## src/rtl/approx_mul_pkg.sv

```systemverilog
// Shared types and widths for the 8x8 approximate-multiplier characterisation blocks.
package approx_mul_pkg;

    localparam int OP_W   = 8;
    localparam int PROD_W = 16;
    localparam int CNT_W  = 17;

    typedef enum logic [1:0] {
        ST_IDLE,
        ST_RUN,
        ST_DRAIN,
        ST_DONE
    } es_state_t;

endpackage

```

## src/rtl/ed_calc.sv

```systemverilog
// S1->S2 stage: exact product of the registered operands and the registered
// error distance |exact - approximate| with a nonzero flag.
module ed_calc #(
    parameter int OP_W = 8
) (
    input  logic                clk,
    input  logic                rst_n,
    input  logic [OP_W-1:0]     i_a,
    input  logic [OP_W-1:0]     i_b,
    input  logic [2*OP_W-1:0]   i_prod_apx,
    output logic [2*OP_W-1:0]   o_ed,
    output logic                o_nz
);

    localparam int PW = 2 * OP_W;

    logic [PW-1:0]        w_exact;
    logic signed [PW:0]   w_diff;
    logic signed [PW:0]   w_neg;
    logic [PW-1:0]        w_ed;

    // One extra bit keeps the signed difference exact for every operand pair,
    // so the magnitude always fits back into PW bits.
    always_comb begin
        w_exact = PW'(i_a) * PW'(i_b);
        w_diff  = $signed({1'b0, w_exact}) - $signed({1'b0, i_prod_apx});
        w_neg   = -w_diff;
        w_ed    = w_diff[PW] ? PW'(w_neg) : PW'(w_diff);
    end

    always_ff @(posedge clk) begin
        if (!rst_n) begin
            o_ed <= '0;
            o_nz <= 1'b0;
        end else begin
            o_ed <= w_ed;
            o_nz <= |w_ed;
        end
    end

endmodule

```

## src/rtl/err_stat_8x8.sv

```systemverilog
// Streaming error-statistics collector: accepts (a, b, approximate product)
// triples, and accumulates error count, ED sum and max ED over N_SAMPLES.
module err_stat_8x8
    import approx_mul_pkg::*;
#(
    parameter int N_SAMPLES = 65536,
    parameter int ACC_W     = 32
) (
    input  logic                 clk,
    input  logic                 rst_n,
    input  logic                 start,
    input  logic                 in_valid,
    output logic                 in_ready,
    input  logic [OP_W-1:0]      a,
    input  logic [OP_W-1:0]      b,
    input  logic [PROD_W-1:0]    prod_apx,
    output logic                 busy,
    output logic                 done,
    output logic [CNT_W-1:0]     err_cnt,
    output logic [ACC_W-1:0]     ed_sum,
    output logic [PROD_W-1:0]    ed_max,
    output logic [CNT_W-1:0]     smp_cnt
);

    localparam logic [CNT_W-1:0] N_LIM = CNT_W'(N_SAMPLES);

    es_state_t            r_state;
    es_state_t            w_state_nxt;
    logic [CNT_W-1:0]     r_acc_cnt;
    logic [1:0]           r_vld_pipe;
    logic [OP_W-1:0]      r_a;
    logic [OP_W-1:0]      r_b;
    logic [PROD_W-1:0]    r_prod;
    logic [PROD_W-1:0]    w_ed;
    logic                 w_nz;
    logic                 w_accept;
    logic                 w_last;
    logic                 w_clear;
    logic [ACC_W:0]       w_sum;
    logic [CNT_W-1:0]     r_err_cnt;
    logic [ACC_W-1:0]     r_ed_sum;
    logic [PROD_W-1:0]    r_ed_max;
    logic [CNT_W-1:0]     r_smp_cnt;

    assign in_ready = (r_state == ST_RUN) && (r_acc_cnt < N_LIM);
    assign w_accept = in_valid && in_ready;
    assign w_last   = w_accept && (r_acc_cnt == N_LIM - 1'b1);
    assign w_clear  = start && ((r_state == ST_IDLE) || (r_state == ST_DONE));

    assign busy     = (r_state == ST_RUN) || (r_state == ST_DRAIN);
    assign done     = (r_state == ST_DONE);
    assign err_cnt  = r_err_cnt;
    assign ed_sum   = r_ed_sum;
    assign ed_max   = r_ed_max;
    assign smp_cnt  = r_smp_cnt;

    // DRAIN exits once S1 is empty; the sample still in S2 retires on that
    // same edge, so done and the final statistics appear together.
    always_comb begin
        w_state_nxt = r_state;
        case (r_state)
            ST_IDLE:  if (start)          w_state_nxt = ST_RUN;
            ST_RUN:   if (w_last)         w_state_nxt = ST_DRAIN;
            ST_DRAIN: if (!r_vld_pipe[0]) w_state_nxt = ST_DONE;
            ST_DONE:  if (start)          w_state_nxt = ST_RUN;
            default:                      w_state_nxt = ST_IDLE;
        endcase
    end

    always_ff @(posedge clk) begin
        if (!rst_n) r_state <= ST_IDLE;
        else        r_state <= w_state_nxt;
    end

    always_ff @(posedge clk) begin
        if (!rst_n) r_vld_pipe <= '0;
        else        r_vld_pipe <= {r_vld_pipe[0], w_accept};
    end

    always_ff @(posedge clk) begin
        if (!rst_n) begin
            r_a    <= '0;
            r_b    <= '0;
            r_prod <= '0;
        end else if (w_accept) begin
            r_a    <= a;
            r_b    <= b;
            r_prod <= prod_apx;
        end
    end

    ed_calc #(.OP_W(OP_W)) u_ed_calc (
        .clk        (clk),
        .rst_n      (rst_n),
        .i_a        (r_a),
        .i_b        (r_b),
        .i_prod_apx (r_prod),
        .o_ed       (w_ed),
        .o_nz       (w_nz)
    );

    assign w_sum = {1'b0, r_ed_sum} + (ACC_W+1)'(w_ed);

    // A clear only happens in IDLE/DONE, where the pipeline is already empty.
    always_ff @(posedge clk) begin
        if (!rst_n || w_clear) begin
            r_acc_cnt <= '0;
            r_err_cnt <= '0;
            r_ed_sum  <= '0;
            r_ed_max  <= '0;
            r_smp_cnt <= '0;
        end else begin
            if (w_accept) r_acc_cnt <= r_acc_cnt + 1'b1;
            if (r_vld_pipe[1]) begin
                r_smp_cnt <= r_smp_cnt + 1'b1;
                r_err_cnt <= r_err_cnt + CNT_W'(w_nz);
                r_ed_sum  <= w_sum[ACC_W] ? '1 : w_sum[ACC_W-1:0];
                if (w_ed > r_ed_max) r_ed_max <= w_ed;
            end
        end
    end

endmodule

```

## config.mk

```make
export PLATFORM = sky130hd
export DESIGN_NAME = err_stat_8x8
export DESIGN_NICKNAME = d
export VERILOG_FILES = /design/src/rtl/approx_mul_pkg.sv /design/src/rtl/ed_calc.sv /design/src/rtl/err_stat_8x8.sv
export SDC_FILE = /design/constraint.sdc
export NUM_CORES = 1
export LEC_CHECK = 0
export CELL_PAD_IN_SITES_DETAIL_PLACEMENT = 1
export CELL_PAD_IN_SITES_GLOBAL_PLACEMENT = 1
export CORE_MARGIN = 2
export CORE_UTILIZATION = 39
export CTS_CLUSTER_DIAMETER = 40
export CTS_CLUSTER_SIZE = 14
export DETAILED_ROUTE_END_ITERATION = 8
export MAX_ROUTING_LAYER = met4
export PLACE_DENSITY = 0.89
export SYNTH_ARGS = -nofsm -noshare
export SYNTH_HDL_FRONTEND = slang
export SYNTH_SLANG_ARGS = --single-unit
```

## constraint.sdc

```tcl
create_clock -name clk -period 5.7 [get_ports clk]
set_input_delay 0.855 -clock clk [delete_from_list [all_inputs] [get_ports clk]]
set_output_delay 0.855 -clock clk [all_outputs]
set_load 0.01 [all_outputs]
```

==> flow_metrics.tcl, run 1 <==
set metrics [dict create \
    status "finished clean" \
    avgSynthCellArea_um2 8.18 \
    hold_class "reg -> reg" \
    cts_tree "yes" \
    ys_ff_latch 152 \
    synthFlopType "dfxtp_1" \
    hold_buffers 0 \
    finalPower_uw 5410 \
    nFillCells 3070 \
    final_area_um2 12700 \
    fin_crit_ns 5.47 \
    worstSetupStartpoint "r_a[2]" \
    relSlewSlack_pct 29.5 \
    wirelength_um 30000 \
    yosysWarnings 0 \
    whs_ns 0.460 \
    r2r_start "r_a[2]" \
    drc 0 \
    clk-insertion-delay-late_ns 0.44 \
    cp_data_required_time_ns 5.99 \
    grt_pass1_wl_um 49100 \
    fp.coreArea_um2 26200 \
    die_h_um 168 \
    area_delta_synth_final_pct 21.5 \
    cp-start-kind "flip-flop" \
    initial_utilization_pct 40.0 \
    fmax_mhz 183 \
    synth_top_cell_area_share_pct 29.0 \
    cts_buffers 17 \
    ys_top_cells_by_area "dfxtp_1 (29%), ha_1 (9.9%), fa_1 (9.7%), nand2_1 (6.4%), inv_1 (4.9%)" \
    crit_fanout 12 \
    period_share_pct 96.0 \
    drv_slew 0 \
    die_area_um2 28200 \
    io_buffers 120 \
    root_buffer "clkbuf_16" \
    pwr-share-comb_pct 52.4 \
    dpl.hpwl_um 21900 \
    drt_pass1_iterations 5 \
    swShare_pct 42.8 \
    grt_max_degree 55 \
    final_common_cell "nand2_1" \
    num_rows 59 \
    worstSetupPathType "reg -> reg" \
    critPathCapture "u_ed_calc.o_nz" \
    track_usage_pct 22.0 \
    syn_area_um2 10500 \
    cp-end-kind "flip-flop" \
    yosysTopAreaCell "dfxtp_1" \
    r2r_slack_ns 0.23 \
    power_density_nw_per_um2 426 \
    synth-seq-area-share_pct 29.0 \
    arrival_ns 5.76 \
    skew_ns 0.0146 \
    drtAntennaViolNets 0 \
    reg2reg_depth 17 \
    grt_pass1_vias 9785 \
    ir_worst_vdd_v 0.000240 \
    fp.dieW_um 168 \
    seq_power_share_pct 23.9 \
    drive_above_1_share_pct 6.96 \
    clk_path_buf_depth 2 \
    io_pins 121 \
    setup-violations-final 0 \
    n_antenna_cell 0 \
    finalNetCount 1551 \
    maxCapViolations 0 \
    synth_edf_count 0 \
    worst_pin_slew_ns 1.06 \
    dp_slack_ns -0.0186 \
    p_switching_uw 2320 \
    grt_overflow_total 0 \
    antenna_found_initial 0 \
    synth_cell_types 68 \
    routedWlPerCell_um 17.4 \
    intPower_uw 3100 \
    clock-sinks 152 \
    finalHoldViolCount 0 \
    layout_common_cells "nand2_1 (180), inv_1 (138), dfxtp_1 (137)" \
    p_clk_share_pct 23.7 \
    leakage_uw 0.00502 \
    syn-num-nets 1450 \
    cts.clk_slew.worst_paths_ns 0.07 \
    drt_iter0_markers 492 \
    synth_cells 1280 \
    r2r-end "u_ed_calc.o_nz" \
    place_congestion 0.861 \
    htree_levels 4 \
    viasPerCell 5.40 \
    place_area_um2 12000 \
    vias 9331 \
    synthArstFlopShare_pct 0 \
    final.setup.worst_slack_ns 0.231 \
]
==> logic make-up (layout without fill, tap and decap cells) <==
kind of cell / after synthesis / count (layout) / synth area share [%]
AO/OA/AOI/OAI: 248 / 248 / 15.2
XOR/XNOR: 65 / 65 / 5.43
adder cells (fa/ha/maj): 134 / 134 / 19.7
buffers and inverters: 189 / 303 / 7.18
flip-flops: 152 / 152 / 29.0
multiplexers: 22 / 22 / 2.10
AND/OR/NAND/NOR: 470 / 470 / 21.4
==> cell type report <==
| cell class | count | area [µm²] | area share [%] |
|---|---|---|---|
| tap | 335 | 419 | 3.29 |
| timing repair buffer | 133 | 1300 | 10.2 |
| clock buffer | 17 | 425 | 3.34 |
| sequential | 152 | 3060 | 24.1 |
| clock inverter | 15 | 230 | 1.81 |
| multi-input combinational | 939 | 6770 | 53.2 |
| inverter | 138 | 518 | 4.07 |
==> worst min-delay path by stage <==
stage,start,endpoint,depth (start not counted)
CTS,r_prod[4],r_prod[4],2
global route,r_prod[4],r_prod[4],2
detailed placement,r_prod[11],r_prod[11],2
floorplan,r_vld_pipe[0],r_vld_pipe[1],1
global placement,r_prod[5],r_prod[5],2
finish,r_prod[4],r_prod[4],2
==> per-stage QoR <==
stage	util, %	TNS [ns]	cells
CTS	48.2	0	1729
detailed placement	45.7	-0.0186	1696
finish	48.6	0	1729
global placement	45.7	0	1696
floorplan	-	0	1280
global route	48.6	-0.00512	1729
==> flip-flops by register name, summed over array words and instances (netlist names) <==
| name | count |
|---|---|
| r_vld_pipe | 2 |
| r_acc_cnt | 17 |
| r_b | 8 |
| r_a | 8 |
| r_prod | 16 |
| ed_sum | 32 |
| err_cnt | 17 |
| ed_max | 16 |
| r_state | 2 |
| smp_cnt | 17 |
| u_ed_calc.o_ed | 16 |
| u_ed_calc.o_nz | 1 |
==> routing by layer <==
layer | track usage, % | wire (µm) | up-vias | part of all wire [%]
li1 | - | - | 4499 | -
met1 | 25.8 | 13000 | 4594 | 43
met2 | 39.1 | 15500 | 195 | 52
met3 | 3.41 | 929 | 43 | 3.1
met4 | 6.05 | 567 | 0 | 1.9
met5 | - | 0 | - | 0
==> what timing repair did <==
item                                    CTS  global route
endpoints found under the setup margin    1             2
cloned                                    0             0
buffers inserted                          1             0
pin swaps                                 1             1
gates resized for setup                   6            28
==> synthesized netlist by cell type (all sizes together), types with 4 or more instances <==
cell,instances
or2,4
clkbuf,42
o21ai,58
nor4,7
a21oi,88
fa,51
xor2,34
nor3,28
xnor2,31
nor2,87
o21a,9
nand4,20
a21o,15
or3,18
nor2b,12
nand3,27
a211oi,13
o31a,5
buf,9
a21boi,5
o31ai,5
a2111oi,4
and2,51
and3,19
inv,138
nand2,180
o2111ai,4
a211o,4
dfxtp,152
mux2i,22
o211ai,6
a31oi,11
nor3b,6
ha,83
nand2b,4
==> critical path, cell delays in order (launching register included) <==
cell      delay, ns
dfxtp_2        0.37
and2_1         0.19
fa_1           0.52
fa_1           0.55
fa_1           0.58
inv_1          0.06
fa_1           0.53
inv_1          0.04
ha_1           0.41
a211oi_2       0.32
o21bai_2       0.13
nor3_2         0.18
a21oi_2        0.13
o211a_4        0.32
or3_1          0.32
a2111o_1       0.37
a211oi_1       0.18
a31oi_1        0.11
==> power by group through the flow <==
| stage | clock [µW] | sequential (µW) | combinational [µW] |
|---|---|---|---|
| floorplan | 0 | 1240 | 2090 |
| global placement | 0 | 1300 | 2570 |
| detailed placement | 0 | 1310 | 2680 |
| CTS | 1310 | 1290 | 2730 |
| global route | 1350 | 1300 | 3150 |
| finish | 1280 | 1290 | 2840 |
(Power assumes the default switching activity.)
==> inputs of run 2 (changes only) <==
--- a/config.mk
+++ b/config.mk
@@ -5,10 +5,8 @@
 export SDC_FILE = /design/constraint.sdc
 export NUM_CORES = 1
 export LEC_CHECK = 0
-export CELL_PAD_IN_SITES_DETAIL_PLACEMENT = 1
-export CELL_PAD_IN_SITES_GLOBAL_PLACEMENT = 1
 export CORE_MARGIN = 2
-export CORE_UTILIZATION = 39
+export CORE_UTILIZATION = 52
 export CTS_CLUSTER_DIAMETER = 40
 export CTS_CLUSTER_SIZE = 14
 export DETAILED_ROUTE_END_ITERATION = 8
==> flow_metrics.tcl, run 2 (synthesis gave the netlist of run 1 again) <==
set metrics [dict create \
    maxCapViolations 0 \
    drc 0 \
    finalHoldViolCount 0 \
    drv_slew 0 \
    status "finished clean" \
    vias 9220 \
    cts.clk_slew.worst_paths_ns 0.07 \
    area_delta_synth_final_pct 19.9 \
    root_buffer "clkbuf_16" \
    cts_tree "yes" \
    place_congestion 0.916 \
    nFillCells 1597 \
    final.setup.worst_slack_ns 0.224 \
    setup-violations-final 0 \
    ir_worst_vdd_v 0.000288 \
    crit_chain "and2_1 > fa_1 > inv_1 > fa_1 > inv_1 > fa_1 > inv_1 > fa_1 > inv_1 > ha_1 > nand3_1 > nor3_2 > o41ai_4 > a211oi_1 > a211oi_4 > or2_2 > o21a_1 > a2111oi_2 > a31oi_1" \
    hold_depth 2 \
    dpl.hpwl_um 18300 \
    grt_overflow_total 0 \
    grt_pass1_wl_um 41700 \
    final_cell_count_no_fill 1656 \
    num_rows 51 \
    cp-end-kind "flip-flop" \
    io_pins 121 \
    relSlewSlack_pct 19.0 \
    layout_common_cells "nand2_1 (180), dfxtp_1 (140), inv_1 (138)" \
    leakage_uw 0.00497 \
    finalNetCount 1548 \
    dp_slack_ns 0.0538 \
    crit_fanout 9 \
    cts_buffers 17 \
    fmax_mhz 183 \
    drtAntennaViolNets 0 \
    hold_class "reg -> reg" \
    cp_num_buf_inv 4 \
    largest_reg_flops 32 \
    die_h_um 146 \
    io_buffers 120 \
    grt_pass1_vias 8980 \
    fp.dieW_um 146 \
    skew_ns 0.0126 \
    htree_levels 4 \
    power_density_nw_per_um2 415 \
    worstSetupPathType "reg -> reg" \
    setup_tns_ns 0 \
    routedWlPerCell_um 15.0 \
    dpl.cell_count 1623 \
    max_stage_delay_ns 0.53 \
    grt_max_degree 79 \
    finalPower_uw 5210 \
    track_usage_pct 24.1 \
    n_antenna_cell 0 \
    arrival_ns 5.78 \
    clk_path_buf_depth 2 \
    drt_iter0_markers 436 \
    rsz0062_at_grt "no" \
    viasPerCell 5.57 \
    fin_crit_ns 5.48 \
    post-route-util_pct 64.1 \
    clk-insertion-delay-late_ns 0.44 \
    final_common_cell "nand2_1" \
    fp.coreArea_um2 19600 \
    drt_pass1_iterations 5 \
    crit_path_top_delay_cell "fa_1" \
    initial_utilization_pct 53.5 \
    cp_data_required_time_ns 6.00 \
    clock-sinks 152 \
    cp-start-kind "flip-flop" \
    cp_top_family "adder cells" \
    period_share_pct 96.1 \
    drive_above_1_share_pct 6.18 \
    die_area_um2 21300 \
    worst_pin_slew_ns 1.21 \
    wirelength_um 24900 \
    hold_buffers 0 \
    reg2reg_depth 19 \
    antenna_found_initial 0 \
    cp.depth 19 \
]
-- run 2: cell count changes in the layout (fill, tap and decap cells not counted), sizes merged --
cell and delta:
bufinv -2, clkinvlp +2, clkbuf +2, buf -3, inv -1, clkinv -1
-- run 2: final cells by class --
type	instances	area, µm²	area share (%)
clock buffer	19	443	3.53
clock inverter	13	159	1.27
inverter	138	518	4.12
timing repair buffer	130	1280	10.2
tap	265	332	2.64
sequential	152	3060	24.3
multi-input combinational	939	6770	53.9
-- run 2: repair_timing --
item	4_1_cts	5_1_grt
endpoints found under the setup margin	0	2
setup buffers	0	1
gates resized for setup	0	30
-- run 2: per-layer routing --
metal | track usage [%] | part of all wire [%] | vias up
met5 | - | 0 | -
met4 | 8.87 | 2.8 | 0
met3 | 3.54 | 4.5 | 71
met2 | 42.1 | 50 | 283
met1 | 28.2 | 42 | 4374
li1 | - | - | 4492
-- run 2: power by group --
part           total [µW]  switching, µW  internal (µW)
clock network        1170            498            670
registers            1290            120           1170
logic                2760           1580           1180
total                5210           2200           3010
-- run 2: path summary, 6_finish.rpt --
check	from	end	slack, ns
max	r_a[3]	u_ed_calc.o_nz	0.22
min reg2reg	r_prod[4]	r_prod[4]	0.46
min	r_prod[4]	r_prod[4]	0.46
max reg2reg	r_a[3]	u_ed_calc.o_nz	0.22
-- run 2: through the flow --
step	hold WS (ns)	cell area, µm²
global placement	0.444	11900
finish	0.456	12600
global route	0.477	12600
floorplan	0.436	10500
detailed placement	0.447	11900
CTS	0.456	12500
-- run 2: worst reg2reg max path, delay by kind of cell (launching register included) --
kind,cells,cell delay (ns)
AOI/OAI and AO/OA,6,1.34
adders and majority gates,5,2.50
buffers and inverters,4,0.20
DFF,1,0.36
and+or+nand+nor,4,0.93
==> inputs of run 3 (changes only) <==
--- a/config.mk
+++ b/config.mk
@@ -6,12 +6,12 @@
 export NUM_CORES = 1
 export LEC_CHECK = 0
 export CORE_MARGIN = 2
-export CORE_UTILIZATION = 52
+export CORE_UTILIZATION = 58
 export CTS_CLUSTER_DIAMETER = 40
 export CTS_CLUSTER_SIZE = 14
 export DETAILED_ROUTE_END_ITERATION = 8
 export MAX_ROUTING_LAYER = met4
-export PLACE_DENSITY = 0.89
+export PLACE_DENSITY = 0.93
 export SYNTH_ARGS = -nofsm -noshare
 export SYNTH_HDL_FRONTEND = slang
 export SYNTH_SLANG_ARGS = --single-unit
==> constraint.sdc (replaced) <==
create_clock -name clk -period 5.1 [get_ports clk]
set_input_delay 0.765 -clock clk [delete_from_list [all_inputs] [get_ports clk]]
set_output_delay 0.765 -clock clk [all_outputs]
set_load 0.01 [all_outputs]
==> flow_metrics.tcl, run 3 (synthesis gave the netlist of run 1 again) <==
set metrics [dict create \
    grt_max_degree 47 \
    crit_path_top_delay_cell "fa_1" \
    area_delta_synth_final_pct 28.8 \
    vias 9861 \
    fmax_mhz 187 \
    cts_tree "yes" \
    clock-sinks 152 \
    routedWlPerCell_um 16.4 \
    largest_reg_flops 32 \
    setup_tns_ns -0.255 \
    crit_fanout 9 \
    drt_iter0_markers 593 \
    wirelength_um 28000 \
    cts_buffers 17 \
    drc 0 \
    die_h_um 138 \
    cts.clk_slew.worst_paths_ns 0.07 \
    hold_buffers 0 \
    n_antenna_cell 0 \
    skew_ns 0.00827 \
    min_from "r_prod[6]" \
    layout_common_cells "nand2_1 (178), dfxtp_1 (138), inv_1 (136)" \
    finalNetCount 1634 \
    dpl.hpwl_um 19300 \
    multiInputGateArea_um2 7090 \
    worst_pin_slew_ns 1.13 \
    maxCapViolations 0 \
    final_common_cell "nand2_1" \
    io_pins 121 \
    io_buffers 120 \
    track_usage_pct 28.5 \
    place_congestion 0.894 \
    drt_pass1_iterations 5 \
    r2r-end "u_ed_calc.o_nz" \
    grt_pass1_wl_um 44300 \
    grt_pass1_vias 9595 \
    finalHoldViolCount 0 \
    cp-start-kind "flip-flop" \
    regArea_um2 3070 \
    root_buffer "clkbuf_16" \
    rsz0062_at_grt "yes" \
    setup-violations-final 2 \
    relSlewSlack_pct 24.1 \
    status "finished with violations" \
    cp-end-kind "flip-flop" \
    fp.dieW_um 138 \
    worstSetupPathType "reg -> reg" \
    reg2reg_depth 18 \
    hold_depth 2 \
    cp_top_family "adder cells" \
    fin_crit_ns 5.35 \
    clk-insertion-delay-late_ns 0.44 \
    fp.coreArea_um2 17800 \
    hold_end "r_prod[6]" \
    ir_worst_vdd_v 0.000541 \
    violations "setup timing" \
    power_density_nw_per_um2 543 \
    dp_slack_ns -0.393 \
    viasPerCell 5.78 \
    htree_levels 4 \
    initial_utilization_pct 58.7 \
    r2r_start "r_a[4]" \
    whs_ns 0.456 \
    r2r_slack_ns -0.25 \
    antenna_found_initial 0 \
    die_area_um2 19200 \
    crit_chain "and2_1 > fa_1 > fa_1 > fa_1 > inv_1 > fa_1 > inv_1 > ha_2 > a211oi_2 > o21bai_2 > buf_4 > nor2_2 > a211oi_2 > a211oi_2 > nor3b_2 > o2bb2a_2 > a2111oi_4 > a31oi_1" \
    hold_class "reg -> reg" \
    crit_top_cell "fa_1" \
    arrival_ns 5.65 \
    final.setup.worst_slack_ns -0.246 \
    cp_data_required_time_ns 5.40 \
    max_stage_delay_ns 0.56 \
    cp_num_buf_inv 3 \
    leakage_uw 0.00547 \
    period_share_pct 105 \
    grt_overflow_total 0 \
    drive_above_1_share_pct 14.3 \
    num_rows 49 \
    drv_slew 0 \
    nFillCells 1166 \
    drtAntennaViolNets 0 \
    clk_path_buf_depth 2 \
]
## run 3: cell types whose count changed in the layout (fill, tap and decap cells not counted), sizes merged
cell	previous run	this run
clkinv	3	1
bufinv	2	1
clkinvlp	2	4
buf	10	95
inv	144	146
## run 3: metrics by stage
step | std cells | power [µW] | utilization (%) | instance area (µm²)
final | 1706 | 7320 | 75.6 | 13500
after global routing | 1706 | 7700 | 75.6 | 13500
after CTS | 1693 | 6460 | 73.8 | 13200
after detailed placement | 1653 | 4900 | 69.3 | 12400
after global placement | 1653 | 4780 | 69.3 | 12400
after floorplan | 1280 | 3800 | - | 10600
## run 3: cell type report
| type | instances | area share (%) |
|---|---|---|
| inverters | 138 | 3.84 |
| multi-input cells | 939 | 52.6 |
| repair buffers | 216 | 14.4 |
| clock buffers | 18 | 3.18 |
| well taps | 229 | 2.12 |
| flip-flops and latches | 152 | 22.8 |
| clock inverters | 14 | 1.14 |
## run 3: what timing repair did
item                                    4_1_cts  5_1_grt
setup buffers                                 8       13
pin swaps                                    19       24
endpoints found under the setup margin        6        7
gates resized for setup                      37       44
## run 3: routing by layer
| layer | vias to the layer above | wire length (µm) | GRT usage [%] |
|---|---|---|---|
| met5 | - | 0 | - |
| met2 | 425 | 14300 | 50.4 |
| met4 | 0 | 1320 | 12.3 |
| met3 | 123 | 1620 | 4.71 |
| li1 | 4683 | - | - |
| met1 | 4630 | 10800 | 31.7 |
## run 3: worst max-delay path by stage
stage,cells past startpoint,end,start,slack [ns]
floorplan,20,u_ed_calc.o_nz,r_a[4],0.007
global placement,18,u_ed_calc.o_nz,r_a[4],-0.21
detailed placement,19,u_ed_calc.o_nz,r_a[4],-0.39
CTS,20,u_ed_calc.o_nz,r_a[3],-0.1
global route,18,u_ed_calc.o_nz,r_a[1],-0.44
finish,18,u_ed_calc.o_nz,r_a[4],-0.25
## run 3: worst reg2reg max path, cell delays in order (launching register included)
cell and delay (ns):
dfxtp_4 0.38, and2_1 0.18, fa_1 0.56, fa_1 0.44, fa_1 0.54, inv_1 0.05
fa_1 0.53, inv_1 0.04, ha_2 0.33, a211oi_2 0.32, o21bai_2 0.13, buf_4 0.15
nor2_2 0.14, a211oi_2 0.10, a211oi_2 0.31, nor3b_2 0.25, o2bb2a_2 0.27, a2111oi_4 0.34
a31oi_1 0.14
## run 3: where the power goes
group | switching [µW] | internal [µW] | leakage (µW)
clock network | 585 | 693 | 0.000273
registers | 126 | 1300 | 0.00124
logic | 2390 | 2220 | 0.00395
==> edit 1 (settings of run 1) <==
`ACC_W`: 32 -> 64.
--- a/src/rtl/err_stat_8x8.sv
+++ b/src/rtl/err_stat_8x8.sv
@@ -6,3 +6,3 @@
     parameter int N_SAMPLES = 65536,
-    parameter int ACC_W     = 32
+    parameter int ACC_W     = 64
 ) (
Interface: changed (resized ed_sum); port bits go from 121 to 153. The function was not compared with the original's and may differ.
==> edit 1 against run 1 <==
  * Area after synthesis up 11%
  * Wire length up 14%
  * Clock power down 9%
  * Worst setup slack worse by 170 ps
  * Cell count up 12%
  * Die area up 11%
  * Design area up 14%
  * Sequential cell count up 32
  * Power up 1.3%
==> edit 1: results (changes against run 1) <==
Run status
  • Status: finished, final reports clean (unchanged)

Logic synthesis
  • Synth cell count leaders: nand2_1 (196), dfxtp_1 (184), inv_1 (128), a21oi_1 (96), nor2_1 (85) (was nand2_1 (180), dfxtp_1 (152), inv_1 (138), a21oi_1 (88), nor2_1 (87))
  • Post-Syn Nets: 1565 (was 1450)
  • Synth area leaders: dfxtp_1 (32%), ha_1 (8.9%), fa_1 (8.7%) (was dfxtp_1 (29%), ha_1 (9.9%), fa_1 (9.7%))
  • Yosys cell types: 67 (was 68)

Critical path
  • Reg2Reg Setup Slack: 60 ps (was 230 ps)
  • Reg2reg path depth: 18 (was 17)
  • CP Launch Point: r_b[7] (was r_a[2])
  • Critical Path AT: 5970 ps (was 5760 ps)
  • Slowest cell delay on critical path: 560 ps (was 580 ps)
  • Max FO, Critical Path: 9 (was 12)

Cells and area
  • Seq_cells: 184 (was 152)
  • Final net count: 1712 (was 1551)
  • Fillers: 3481 (was 3070)
  • Inverter count: 128 (was 138)
  • Fraction of area in multi-input gates: 51.7% (was 53.2%)
  • Reg area: 3720 sq um (was 3060 sq um)
  • Max reg flops: 64 (was 32)
  • Clk_buf instances: 18 (was 17)
  • Clock-cell share: 3.89% (was 5.15%)
  • Multi-input comb cells: 1027 (was 939)
  • Share of post-route cells with drive strength above 1: 7.91% (was 6.96%)

GRT
  • GRT Overall Usage: 21.9% (was 22.0%)
  • Grt met2 use: 39.7% (was 39.1%)
  • Met3 usage: 3.67% (was 3.41%)
  • Global-route wire length before repair: 54000 um (was 49100 um)
  • Grt met1 use: 24.5% (was 25.8%)
  • Pin count of the biggest net entering global routing: 98 (was 55)

Hold path
  • Worst Min Path Start: r_prod[11] (was r_prod[4])
  • Worst Hold End: r_prod[11] (was r_prod[4])

Route
  • Vias per inst: 5.39 (was 5.40)
  • Initial DRC Count: 468 (was 492)
  • Met2 Wirelength: 18200 um (was 15500 um)
  • Routed met1 length: 13900 um (was 13000 um)
  • Wire per inst: 17.6 um (was 17.4 um)
  • WL met3: 1420 um (was 929 um)

Placed design
  • IO Port Bufs: 152 (was 120)
  • Detail Placement HPWL: 24900 um (was 21900 um)
  • RePlAce Congestion: 0.864 (was 0.861)

Clock network
  • Post-CTS sizing: 15 (was 6)
  • Clock latency on the worst-skew pair: about 450 ps
  • Post-CTS Setup Bufs: 0 (was 1)

Pwr
  • Max VDD drop: 0.225 mV (was 0.240 mV)
  • Seq pwr: 1.51 mW (was 1.29 mW)
  • Leakage: 5.72 nW (was 5.02 nW)
  • Psw: 2.28 mW (was 2.32 mW)

Timing
  • Hold_ws: 467 ps (was 460 ps)
  • Worst Max-Slew Pin Slew: 1310 ps (was 1060 ps)
  • Clock Skew: 11.5 ps (was 14.6 ps)
edit 1: cell count changes after synthesis, moves of 8 or more:
cell and delta:
dfxtp_1 +32, xor2_1 +31, a21boi_0 +29, nand2_1 +16
o21ai_0 -16, and2_1 +12, and3_1 +10, inv_1 -10
nor3_1 -9, a21oi_1 +8, clkbuf_1 +8
edit 1: per-stage QoR:
stage	std cells	cell area (sq um)	util (%)	power (mW)	worst slack, ps
2_1_floorplan	1395	11700	-	3.31	105
3_3_place_gp	1903	13600	46.1	3.88	99.0
3_5_place_dp	1903	13600	46.1	4.00	-123
4_1_cts	1935	14200	48.2	5.19	1.74
5_1_grt	1945	14500	49.2	5.85	-114
6_report	1945	14500	49.2	5.49	64.6
edit 1: kinds of logic (layout without fill, tap and decap cells):
kind of cell	Yosys count	count (layout)	share of synthesized area, %
fa+ha+maj	134	134	17.6
flops	184	184	31.6
buf+inv	184	344	6.03
mux	21	21	1.80
simple gates	506	506	21.0
xor+xnor	99	99	7.49
compound gates	267	267	14.5
==> edit 2 (settings of run 1) <==
Made on the original files. Make the reset (`rst_n`) asynchronous in 4 clocked blocks.
--- a/src/rtl/ed_calc.sv
+++ b/src/rtl/ed_calc.sv
@@ -30,3 +30,3 @@
 
-    always_ff @(posedge clk) begin
+    always_ff @(posedge clk or negedge rst_n) begin
         if (!rst_n) begin
--- a/src/rtl/err_stat_8x8.sv
+++ b/src/rtl/err_stat_8x8.sv
@@ -69,3 +69,3 @@
 
-    always_ff @(posedge clk) begin
+    always_ff @(posedge clk or negedge rst_n) begin
         if (!rst_n) r_state <= ST_IDLE;
@@ -74,3 +74,3 @@
 
-    always_ff @(posedge clk) begin
+    always_ff @(posedge clk or negedge rst_n) begin
         if (!rst_n) r_vld_pipe <= '0;
@@ -79,3 +79,3 @@
 
-    always_ff @(posedge clk) begin
+    always_ff @(posedge clk or negedge rst_n) begin
         if (!rst_n) begin
Function: differs if rst_n is asserted again (counterexample within 4 cycles, from zero or initial values and one cycle with rst_n low); with rst_n held inactive, the same outputs for 4 cycles.
==> edit 2 against run 1 <==
  * Worst setup slack worse by 200 ps
  * Global-route usage down 0.21 points
  * Worst hold slack lost 87 ps
  * Die area down 1.3%
  * Sequential cell count unchanged
  * Maximum frequency shrank 3.5%
  * Design area up 1.1%
  * Combinational power increased by 55%
  * Area after synthesis is 1.4% lower
  * Clock skew rose by 1.4 ps
  * Wire length rose by 2.0%
  * Power up 29%
  * Clock power is 7% lower
  * Critical path type unchanged
  * Largest cell class unchanged
  * Largest power group unchanged
==> edit 2: results (changes against run 1) <==
Critical path
  • Max FO, Critical Path: 9 (was 12)
  • Worst setup endpoint: u_ed_calc.o_nz (unchanged)
  • Reg-to-reg startpoint: r_a[2] (unchanged)
  • Critical Path AT: 5960 ps (was 5760 ps)

Hold path
  • Hold Path Cell Cnt: 0 (was 2)
  • Worst Min Path Start: r_vld_pipe[0] (was r_prod[4])
  • Hold Path Class: reg -> reg (unchanged)
  • Worst Hold End: r_vld_pipe[1] (was r_prod[4])

Pwr
  • Max VDD drop: 0.295 mV (was 0.240 mV)
  • Leakage: 5.65 nW (was 5.02 nW)

Clock network
  • TritonCTS buffer count: 17 (unchanged)
  • Clk Tree Root Cell: clkbuf_16 (unchanged)
  • Post-CTS Setup Bufs: 1 (unchanged)
  • Clk buf depth: 2 (unchanged)
  • CTS clk-pin slew, worst paths: 70 ps (about the same)
  • Clock latency on the worst-skew pair: 440 ps (about the same)
  • H-tree depth: 4 (unchanged)

Cells and area
  • Final instance count without filler cells: 1676 (was 1729)
  • Fillers: 3007 (was 3070)
  • Max reg flops: 32 (unchanged)
  • Final net count: 1498 (was 1551)
  • Diodes inserted: 0 (unchanged)
  • Share of post-route cells with drive strength above 1: 9.92% (was 6.96%)

Placed design
  • Dpl cells: 1620 (was 1696)
  • Placed cell areas: 11900 sq um (was 12000 sq um)
  • Detail Placement HPWL: 21800 um (was 21900 um)
  • Pre-CTS setup slack: -65.7 ps (was -18.6 ps)
  • RePlAce Congestion: 0.938 (was 0.861)

Timing
  • Clock Skew: 16.0 ps (was 14.6 ps)
  • Final setup margin: 32.9 ps (was 231 ps)
  • Slew margin rel.: 35.3% (was 29.5%)

GRT
  • Met3 usage: 3.42% (was 3.41%)
  • Global-route wire length before repair: 48200 um (was 49100 um)
  • Grt met2 use: 39.4% (was 39.1%)
  • Number of global-route vias before repair: 9630 (was 9785)
  • Pin count of the biggest net entering global routing: 56 (was 55)
  • Grt met1 use: 24.4% (was 25.8%)
  • Initial antenna violation count: 0 (unchanged)
  • GRT Overall Usage: 21.8% (was 22.0%)

Logic synthesis
  • Synth area leaders: dfxtp_1 (19%), dfrtp_1 (13%), ha_1 (10%) (was dfxtp_1 (29%), ha_1 (9.9%), fa_1 (9.7%))
  • Post-Synthesis Cells: 1193 (was 1280)
  • Yosys Warn Count: 0 (unchanged)
  • Asr flop ratio synth: 34.9% (was 0%)
  • Part of the Yosys area used for sequential elements: 32.0% (was 29.0%)
  • Post-Syn Nets: 1363 (was 1450)
  • Synth cell count leaders: nand2_1 (166), inv_1 (133), dfxtp_1 (99), nor2_1 (87), ha_1 (83) (was nand2_1 (180), dfxtp_1 (152), inv_1 (138), a21oi_1 (88), nor2_1 (87))
  • Synth Flop Type: dfxtp_1 (unchanged)
  • Yosys cell types: 73 (was 68)

Route
  • Met2 Wirelength: 16100 um (was 15500 um)
  • Initial DRC Count: 405 (was 492)
  • Wire per inst: 18.3 um (was 17.4 um)
  • WL met3: 987 um (was 929 um)
  • Vias per inst: 5.40 (about the same)
  • DR top layer: met4 (unchanged)
  • Routed met1 length: 12700 um (was 13000 um)

Run status
  • Status: finished, final reports clean (unchanged)
edit 2: cell count changes after synthesis, moves of 12 or more:
cell / change
nand2_1: -14
nand3_1: +17
dfxtp_1: -53
mux2i_1: -14
nor3_1: -15
xor2_1: +19
dfrtp_1: +53
o31ai_1: +12
a21oi_1: -44
edit 2: stage by stage:
stage | util (%) | hold WS, ps
floorplan | - | 354
global placement | 45.7 | 368
detailed placement | 45.7 | 367
CTS | 48.2 | 378
global route | 49.4 | 391
finish | 49.4 | 373
edit 2: critical path: stages, from the launching register on:
cell and delay, ps:
dfrtp_2 470, and2_1 210, fa_1 500, fa_1 540, fa_1 550, inv_1 60, fa_1 530, inv_1 70
ha_4 290, and2_4 170, a2111oi_4 440, o221ai_2 170, a311oi_2 350, nand2_2 170, o41ai_4 450, xnor2_2 130
nor4_2 290, nand4_1 120
edit 2: area by class of cell:
| type | count | area share (%) |
|---|---|---|
| clock buffers | 17 | 3.31 |
| multi-input cells | 864 | 50.6 |
| well taps | 335 | 3.26 |
| clock inverters | 15 | 1.50 |
| inverters | 133 | 3.88 |
| repair buffers | 160 | 11.6 |
| flip-flops and latches | 152 | 25.8 |
edit 2: cell families after synthesis:
kind of cell | count (synthesis) | synth area share, %
mux | 8 | 0.775
fa+ha+maj | 134 | 19.9
xor+xnor | 89 | 7.54
buf+inv | 178 | 6.65
flops | 152 | 32.0
simple gates | 441 | 20.3
compound gates | 191 | 12.8
edit 2: report_power, final:
group	total, mW	switching, mW	internal (mW)	leakage (nW)
clock network	1.19	0.554	0.639	0.303
registers	1.43	0.168	1.26	1.42
logic	4.39	2.53	1.86	3.93
total	7.01	3.25	3.76	5.65
